File: src/rtl/game_pkg.sv
// ----------------------------------------------------------------------------
// game_pkg
// Shared definitions for the game sequencer, the game logic and the display
// logic: state encodings, default game timing constants, score width and the
// saturating two-digit BCD increment helper.
// ----------------------------------------------------------------------------
package game_pkg;

    // Sequencer states
    typedef enum logic [2:0] {
        ST_IDLE  = 3'd0,
        ST_SERVE = 3'd1,
        ST_PLAY  = 3'd2,
        ST_MISS  = 3'd3,
        ST_OVER  = 3'd4
    } state_e;

    localparam int unsigned LIVES_DEF        = 3;
    localparam int unsigned SERVE_FRAMES_DEF = 60;
    localparam int unsigned MISS_FRAMES_DEF  = 63;
    localparam int unsigned SCORE_W          = 8;

    // Two-digit BCD increment that sticks at 99 (tens in [7:4], ones in [3:0])
    function automatic logic [7:0] bcd_sat_inc(input logic [7:0] v);
        logic [7:0] r;
        if (v == 8'h99) begin
            r = 8'h99;
        end else if (v[3:0] == 4'd9) begin
            r = {v[7:4] + 4'd1, 4'd0};
        end else begin
            r = {v[7:4], v[3:0] + 4'd1};
        end
        return r;
    endfunction

endpackage

File: src/rtl/bcd_score.sv
// ----------------------------------------------------------------------------
// bcd_score
// Registered two-digit saturating BCD score counter.
// Ports:
//   clk25  in   pixel clock, rising edge
//   rst_n  in   synchronous active-low reset (score -> 00)
//   clr    in   load 00 (takes priority over inc)
//   inc    in   add one, saturating at 99
//   score  out  8-bit BCD score, tens in [7:4]
// ----------------------------------------------------------------------------
module bcd_score
    import game_pkg::*;
(
    input  logic               clk25,
    input  logic               rst_n,
    input  logic               clr,
    input  logic               inc,
    output logic [SCORE_W-1:0] score
);

    logic [SCORE_W-1:0] score_q;
    logic [SCORE_W-1:0] score_d;

    // Next score value: clear, saturating increment or hold
    always_comb begin
        score_d = score_q;
        if (clr) begin
            score_d = 8'h00;
        end else if (inc) begin
            score_d = bcd_sat_inc(score_q);
        end else begin
            score_d = score_q;
        end
    end

    // Score register
    always_ff @(posedge clk25) begin
        if (!rst_n) begin
            score_q <= 8'h00;
        end else begin
            score_q <= score_d;
        end
    end

    assign score = score_q;

endmodule

File: src/rtl/game_sequencer.sv
// ----------------------------------------------------------------------------
// game_sequencer
// Game flow controller: IDLE -> SERVE -> PLAY -> MISS -> (SERVE | OVER).
// Ports:
//   clk25       in   25 MHz pixel clock, rising edge
//   rst_n       in   synchronous active-low reset
//   frame_tick  in   one-cycle pulse per frame
//   start       in   asynchronous push-button, active-high
//   hit, miss   in   one-cycle pulses from the ball logic
//   run         out  ball-motion enable
//   serve_load  out  one-cycle pulse: ball reloads start position
//   flash       out  miss colour override
//   game_over   out  high in OVER
//   lives       out  remaining lives
//   score       out  two BCD digits, tens in [7:4]
//   speed       out  ball step size 1..3
// All outputs are registered.
// ----------------------------------------------------------------------------
module game_sequencer
    import game_pkg::*;
#(
    parameter int unsigned LIVES        = LIVES_DEF,
    parameter int unsigned SERVE_FRAMES = SERVE_FRAMES_DEF,
    parameter int unsigned MISS_FRAMES  = MISS_FRAMES_DEF
) (
    input  logic               clk25,
    input  logic               rst_n,
    input  logic               frame_tick,
    input  logic               start,
    input  logic               hit,
    input  logic               miss,
    output logic               run,
    output logic               serve_load,
    output logic               flash,
    output logic               game_over,
    output logic [1:0]         lives,
    output logic [SCORE_W-1:0] score,
    output logic [1:0]         speed
);

    localparam logic [1:0] LIVES_LOAD = 2'(LIVES);
    localparam logic [5:0] SERVE_LOAD = 6'(SERVE_FRAMES);
    localparam logic [5:0] MISS_LOAD  = 6'(MISS_FRAMES);

    state_e     state_q, state_d;
    logic [1:0] lives_q, lives_d;
    logic [1:0] speed_q, speed_d;
    logic [2:0] hit_cnt_q, hit_cnt_d;
    logic [5:0] frame_cnt_q, frame_cnt_d;
    logic       entry_q, entry_d;
    logic       run_q, run_d;
    logic       serve_load_q, serve_load_d;
    logic       flash_q, flash_d;
    logic       game_over_q, game_over_d;

    logic       start_meta_q, start_sync_q, start_prev_q;
    logic [1:0] sync_vld_q;
    logic       start_rise_s;
    logic       tick_s;
    logic       score_clr_s;
    logic       score_inc_s;

    // The edge detector only arms once the synchronizer holds a real sample,
    // and its history flop resets high, so a button held through reset
    // release is not seen as a press.
    assign start_rise_s = sync_vld_q[1] & start_sync_q & ~start_prev_q;

    // A frame tick landing in the first cycle of a new state is not counted.
    assign tick_s = frame_tick & ~entry_q;

    // Start synchronizer, edge-detector history and all state/output flops
    always_ff @(posedge clk25) begin
        if (!rst_n) begin
            start_meta_q <= 1'b0;
            start_sync_q <= 1'b0;
            start_prev_q <= 1'b1;
            sync_vld_q   <= 2'b00;
            state_q      <= ST_IDLE;
            lives_q      <= 2'd0;
            speed_q      <= 2'd1;
            hit_cnt_q    <= 3'd0;
            frame_cnt_q  <= 6'd0;
            entry_q      <= 1'b0;
            run_q        <= 1'b0;
            serve_load_q <= 1'b0;
            flash_q      <= 1'b0;
            game_over_q  <= 1'b0;
        end else begin
            start_meta_q <= start;
            start_sync_q <= start_meta_q;
            start_prev_q <= sync_vld_q[1] ? start_sync_q : 1'b1;
            sync_vld_q   <= {sync_vld_q[0], 1'b1};
            state_q      <= state_d;
            lives_q      <= lives_d;
            speed_q      <= speed_d;
            hit_cnt_q    <= hit_cnt_d;
            frame_cnt_q  <= frame_cnt_d;
            entry_q      <= entry_d;
            run_q        <= run_d;
            serve_load_q <= serve_load_d;
            flash_q      <= flash_d;
            game_over_q  <= game_over_d;
        end
    end

    // Next state, game counters and score controls
    always_comb begin
        state_d     = state_q;
        lives_d     = lives_q;
        speed_d     = speed_q;
        hit_cnt_d   = hit_cnt_q;
        frame_cnt_d = frame_cnt_q;
        score_clr_s = 1'b0;
        score_inc_s = 1'b0;
        case (state_q)
            ST_IDLE, ST_OVER: begin
                if (start_rise_s) begin
                    state_d     = ST_SERVE;
                    lives_d     = LIVES_LOAD;
                    speed_d     = 2'd1;
                    hit_cnt_d   = 3'd0;
                    frame_cnt_d = SERVE_LOAD;
                    score_clr_s = 1'b1;
                end else begin
                    state_d = state_q;
                end
            end
            ST_SERVE: begin
                if (tick_s) begin
                    if (frame_cnt_q == 6'd1) begin
                        state_d     = ST_PLAY;
                        frame_cnt_d = 6'd0;
                    end else begin
                        frame_cnt_d = frame_cnt_q - 6'd1;
                    end
                end else begin
                    frame_cnt_d = frame_cnt_q;
                end
            end
            ST_PLAY: begin
                // miss has priority; a coincident hit is dropped
                if (miss) begin
                    state_d     = ST_MISS;
                    lives_d     = (lives_q != 2'd0) ? (lives_q - 2'd1) : 2'd0;
                    frame_cnt_d = MISS_LOAD;
                end else if (hit) begin
                    score_inc_s = 1'b1;
                    hit_cnt_d   = hit_cnt_q + 3'd1;
                    if ((hit_cnt_q == 3'd7) && (speed_q != 2'd3)) begin
                        speed_d = speed_q + 2'd1;
                    end else begin
                        speed_d = speed_q;
                    end
                end else begin
                    state_d = state_q;
                end
            end
            ST_MISS: begin
                if (tick_s) begin
                    if (frame_cnt_q == 6'd1) begin
                        if (lives_q == 2'd0) begin
                            state_d     = ST_OVER;
                            frame_cnt_d = 6'd0;
                        end else begin
                            state_d     = ST_SERVE;
                            frame_cnt_d = SERVE_LOAD;
                        end
                    end else begin
                        frame_cnt_d = frame_cnt_q - 6'd1;
                    end
                end else begin
                    frame_cnt_d = frame_cnt_q;
                end
            end
            default: begin
                state_d = ST_IDLE;
            end
        endcase
    end

    // Output values for the next cycle, derived from the state being entered
    always_comb begin
        run_d        = (state_d == ST_PLAY);
        flash_d      = (state_d == ST_MISS);
        game_over_d  = (state_d == ST_OVER);
        // every transition into SERVE is a (re)serve
        serve_load_d = (state_d == ST_SERVE) && (state_q != ST_SERVE);
        entry_d      = (state_d != state_q);
    end

    bcd_score u_bcd_score (
        .clk25 (clk25),
        .rst_n (rst_n),
        .clr   (score_clr_s),
        .inc   (score_inc_s),
        .score (score)
    );

    assign run        = run_q;
    assign serve_load = serve_load_q;
    assign flash      = flash_q;
    assign game_over  = game_over_q;
    assign lives      = lives_q;
    assign speed      = speed_q;

endmodule

File: config.mk
export PLATFORM = sky130hd
export DESIGN_NAME = game_sequencer
export DESIGN_NICKNAME = d
export VERILOG_FILES = /design/src/rtl/game_pkg.sv /design/src/rtl/bcd_score.sv /design/src/rtl/game_sequencer.sv
export SDC_FILE = /design/constraint.sdc
export NUM_CORES = 1
export LEC_CHECK = 0
export BUFFER_PORTS_ARGS = -buffer_cell sky130_fd_sc_hd__clkbuf_2
export CAP_MARGIN = 20
export CORE_MARGIN = 2
export CORE_UTILIZATION = 55
export DETAILED_ROUTE_END_ITERATION = 10
export PLACE_DENSITY = 0.86
export SETUP_SLACK_MARGIN = 0.1
export SYNTH_ARGS = -nofsm -noshare
export SYNTH_HDL_FRONTEND = slang
export SYNTH_SLANG_ARGS = --single-unit
File: constraint.sdc
create_clock -name clk25 -period 5.6 [get_ports clk25]
set_input_delay 0 -clock clk25 [delete_from_list [all_inputs] [get_ports clk25]]
set_output_delay 0 -clock clk25 [all_outputs]
set_load 0.005 [all_outputs]
==> results summary <==
The routability-driven placement congestion ratio is 0.949. In the final timing run, aggregate negative setup slack is 0 ps. Across every metal layer, demand over resource in global routing totals 22.4%. The transition at the pin with the smallest max-transition slack came out at 522 ps. The least setup slack across all paths after layout is 3670 ps. The static leakage is 0.734 nW. TritonCTS built the clock tree. The worst flop-to-flop path startpoint is frame_cnt_q[1]. The wire length of the first global-routing pass is 6050 microns. Clock skew on the completed layout was measured at 13.4 ps.

The sequential-to-total area share from yosys stat is 38.6%. The core area came out at 3050 sq um. The tool flagged a number of max-cap violations equal to 0.

After legalization and detailed placement, the total HPWL measured 2730 microns. The cell area that synthesis handed to floorplanning was 1760 sq um. The overall die area is 3680 sq um. The number of global-route vias before repair is 1440.

The number of H-tree levels is 2. The worst max-slew margin expressed relative to the limit is 65.2%. The number of buffers created by CTS is 5. The clock insertion delay at the later pin of the skew report came out at 340 ps. The required arrival time at the worst endpoint is 5860 ps. The worst setup path is launched from a flip-flop.

The count of cells resized by post-cts repair came out at 0. In the post-synthesis netlist, the cell with the most instances is dfxtp_1. The effective utilization at floorplan is 57.8%. The worst hold path belongs to the class in -> reg. The number of register bits inferred by synthesis came out at 34. The final total power is 0.000415 W. The die width came out at 60.6 microns. The synthesized instance count is 196. The biggest area contributor in the post-synthesis netlist is dfxtp_1. The I/O pin count is 22. The run finished with clean final reports.

The number of cell rows is 20. The detailed-router iteration count before antenna repair came out at 4. The most used flip-flop cell after synthesis is dfxtp_1. Of the available clock period, the critical path in the final layout requires 34.5%. The pre-CTS setup slack came out at 3690 ps.

Setup repair after global routing left no endpoint under its margin. The die is 60.6 microns tall. Setup violations remaining at the end of the flow were counted as 0.

The worst setup path is captured at a flip-flop. The average via count per standard cell came out at 5.81. By count the netlist is led by dfxtp_1 (34), nor2_1 (23), nand2_1 (11). The top cell type's share of synthesized area is 38.6%. The distinct cell type count after synthesis is 59. The most critical setup path has its endpoint at run.

The initial DRC count is 103. The worst register-to-register path has a depth of 6. The source of the critical timing path is frame_cnt_q[1]. The synthesized netlist net count came out at 209. The antenna diode count is 0. Global routing finished with a remaining overflow of 0. The timing-limited maximum frequency came out at 0.518 GHz. Entering global routing, the biggest net connects 19 pins. The hold slack is 158 ps. Input and output buffers added on the ports amount to 21. The final-report hold violation count came to 0.

The worst register-to-register path ends at run. The category of the critical setup timing path is reg -> reg. The number of fillers in the final layout came out at 279.

The total via count in the routed design is 1522. The critical path data arrival time is 2190 ps. The synthesized area per cell is 9.00 sq um.

The final wirelength is 3630 microns. The number of pins exceeding their max-slew limit in the final report was 0. The maximum fanout along the worst path is 6. The cell sitting at the root of the clock tree is a clkbuf_4. The total clock sinks came out at 34.

The number of buffers on the longest clock path is 2. In the final routed layout, each cell accounts on average for 13.9 microns. The number of enable flip-flop cells after synthesis is 0.

The share of async-settable or async-resettable flops after synthesis came out at 0%. The initial antenna violation count is 0. The yosys synthesis warning count is 0. The count of nets left with antenna violations after detail routing came out at 0.

Compared with the post-synthesis result, the final layout area differs by 10.8%. After synthesis, the cell types taking the most area are dfxtp_1 (39%), ha_1 (5.0%), nor2_1 (4.9%). After layout, the minimum clock period comes to 1930 ps.

The count of unresolved DRC violations after routing came out at 0. Clock-pin slew was measured on the worst setup and hold paths at 100 ps. The worst voltage drop across the vdd grid came out at 0.147 mV. In this run the register-to-register setup slack is 3670 ps. The power per cell area came out at 212 nW/um^2. At the end of the flow, the number of nets in the layout was 230. The share of final-layout standard cells stronger than drive strength 1 came out at 18.3%.
[report_power, final]
| group | switching, W | internal (W) | leakage (nW) |
|---|---|---|---|
| sequential | 0.00000427 | 0.000245 | 0.275 |
| combinational | 0.0000140 | 0.0000112 | 0.423 |
| clock | 0.0000792 | 0.0000608 | 0.0353 |
| total | 0.0000975 | 0.000317 | 0.734 |
[per-layer routing]
layer	routed length, microns	track usage, %	part of all wire (%)
met5	0	0	0
met4	89	12.4	2.5
met3	192	6.61	5.3
met2	1720	36.4	47
met1	1630	26.5	45
[critical path, stage by stage, from the launching register on]
cell and delay [ps]:
dfxtp_1 330, inv_1 90, ha_1 210, or3b_2 540, o21ai_1 140, nor3b_2 300, nor4b_4 240
[registers in the layout (all words and copies together) (netlist names)]
| name | count |
|---|---|
| start_prev_q | 1 |
| hit_cnt_q | 3 |
| u_bcd_score.score | 8 |
| flash | 1 |
| entry_q | 1 |
| speed | 2 |
| start_meta_q | 1 |
| frame_cnt_q | 6 |
| game_over | 1 |
| serve_load | 1 |
| run | 1 |
| start_sync_q | 1 |
| sync_vld_q | 2 |
| lives | 2 |
| state_q | 3 |
[area by class of cell]
class	count	area, sq um	area share, %
clock inverter	1	5.00	0.256
timing repair buffer	23	125	6.40
tap	44	55.1	2.82
multi-input combinational	146	1010	51.5
sequential	34	681	34.8
clock buffer	7	55.1	2.82
inverter	7	26.3	1.34
[repair_timing]
action                    4_1_cts  5_1_grt
hold endpoints to repair        2        0
hold buffers                    2        0
buffers inserted                0        0
[through the flow]
stage | utilization (%) | instances | instance area, sq um
3_3_place_gp | 61.4 | 252 | 1870
2_1_floorplan | - | 196 | 1760
6_report | 64.0 | 262 | 1950
3_5_place_dp | 61.4 | 252 | 1870
5_1_grt | 64.0 | 262 | 1950
4_1_cts | 64.0 | 262 | 1950
[worst min path at each step]
stage / start / to / slack (ps) / cells after the start
6_report: hit / hit_cnt_q[0] / 160 / 5
5_1_grt: hit / hit_cnt_q[0] / 180 / 5
4_1_cts: hit / u_bcd_score.score[0] / 130 / 5
3_5_place_dp: start / start_meta_q / 210 / 2
3_3_place_gp: start / start_meta_q / 210 / 2
2_1_floorplan: rst_n / sync_vld_q[0] / 30 / 0
[placed cells by master (no fill, tap or decap), types with 2 or more instances in the layout]
master and count:
nor3_1 7, o22a_1 2, nand4b_1 2, o31a_1 2
ha_1 7, or2_1 2, dfxtp_1 34, nor4_1 2
xnor2_1 3, o22ai_1 3, a22oi_1 2, a31oi_1 2
inv_1 7, mux2i_1 3, nand2_1 11, dlygate4sd3_1 2
a21oi_1 10, clkbuf_4 5, nor4_2 2, a211oi_1 3
nand3b_1 4, or2_2 2, or3b_1 2, o21ai_0 6
nand3_1 6, clkbuf_2 21, and2_1 3, nand2b_1 7
nor2_1 23, o221ai_1 2
[cell families (layout without fill, tap and decap cells)]
logic type,count (synthesis),after routing,synth area share [%]
buffers and inverters,16,38,4.33
multiplexers,3,3,1.70
flip-flops,34,34,38.6
AO/OA/AOI/OAI,43,43,17.1
XOR/XNOR,3,3,1.49
adder cells (fa/ha/maj),7,7,4.96
AND/OR/NAND/NOR,90,90,31.8
No activity file was read; power rests on OpenSTA's default activity.
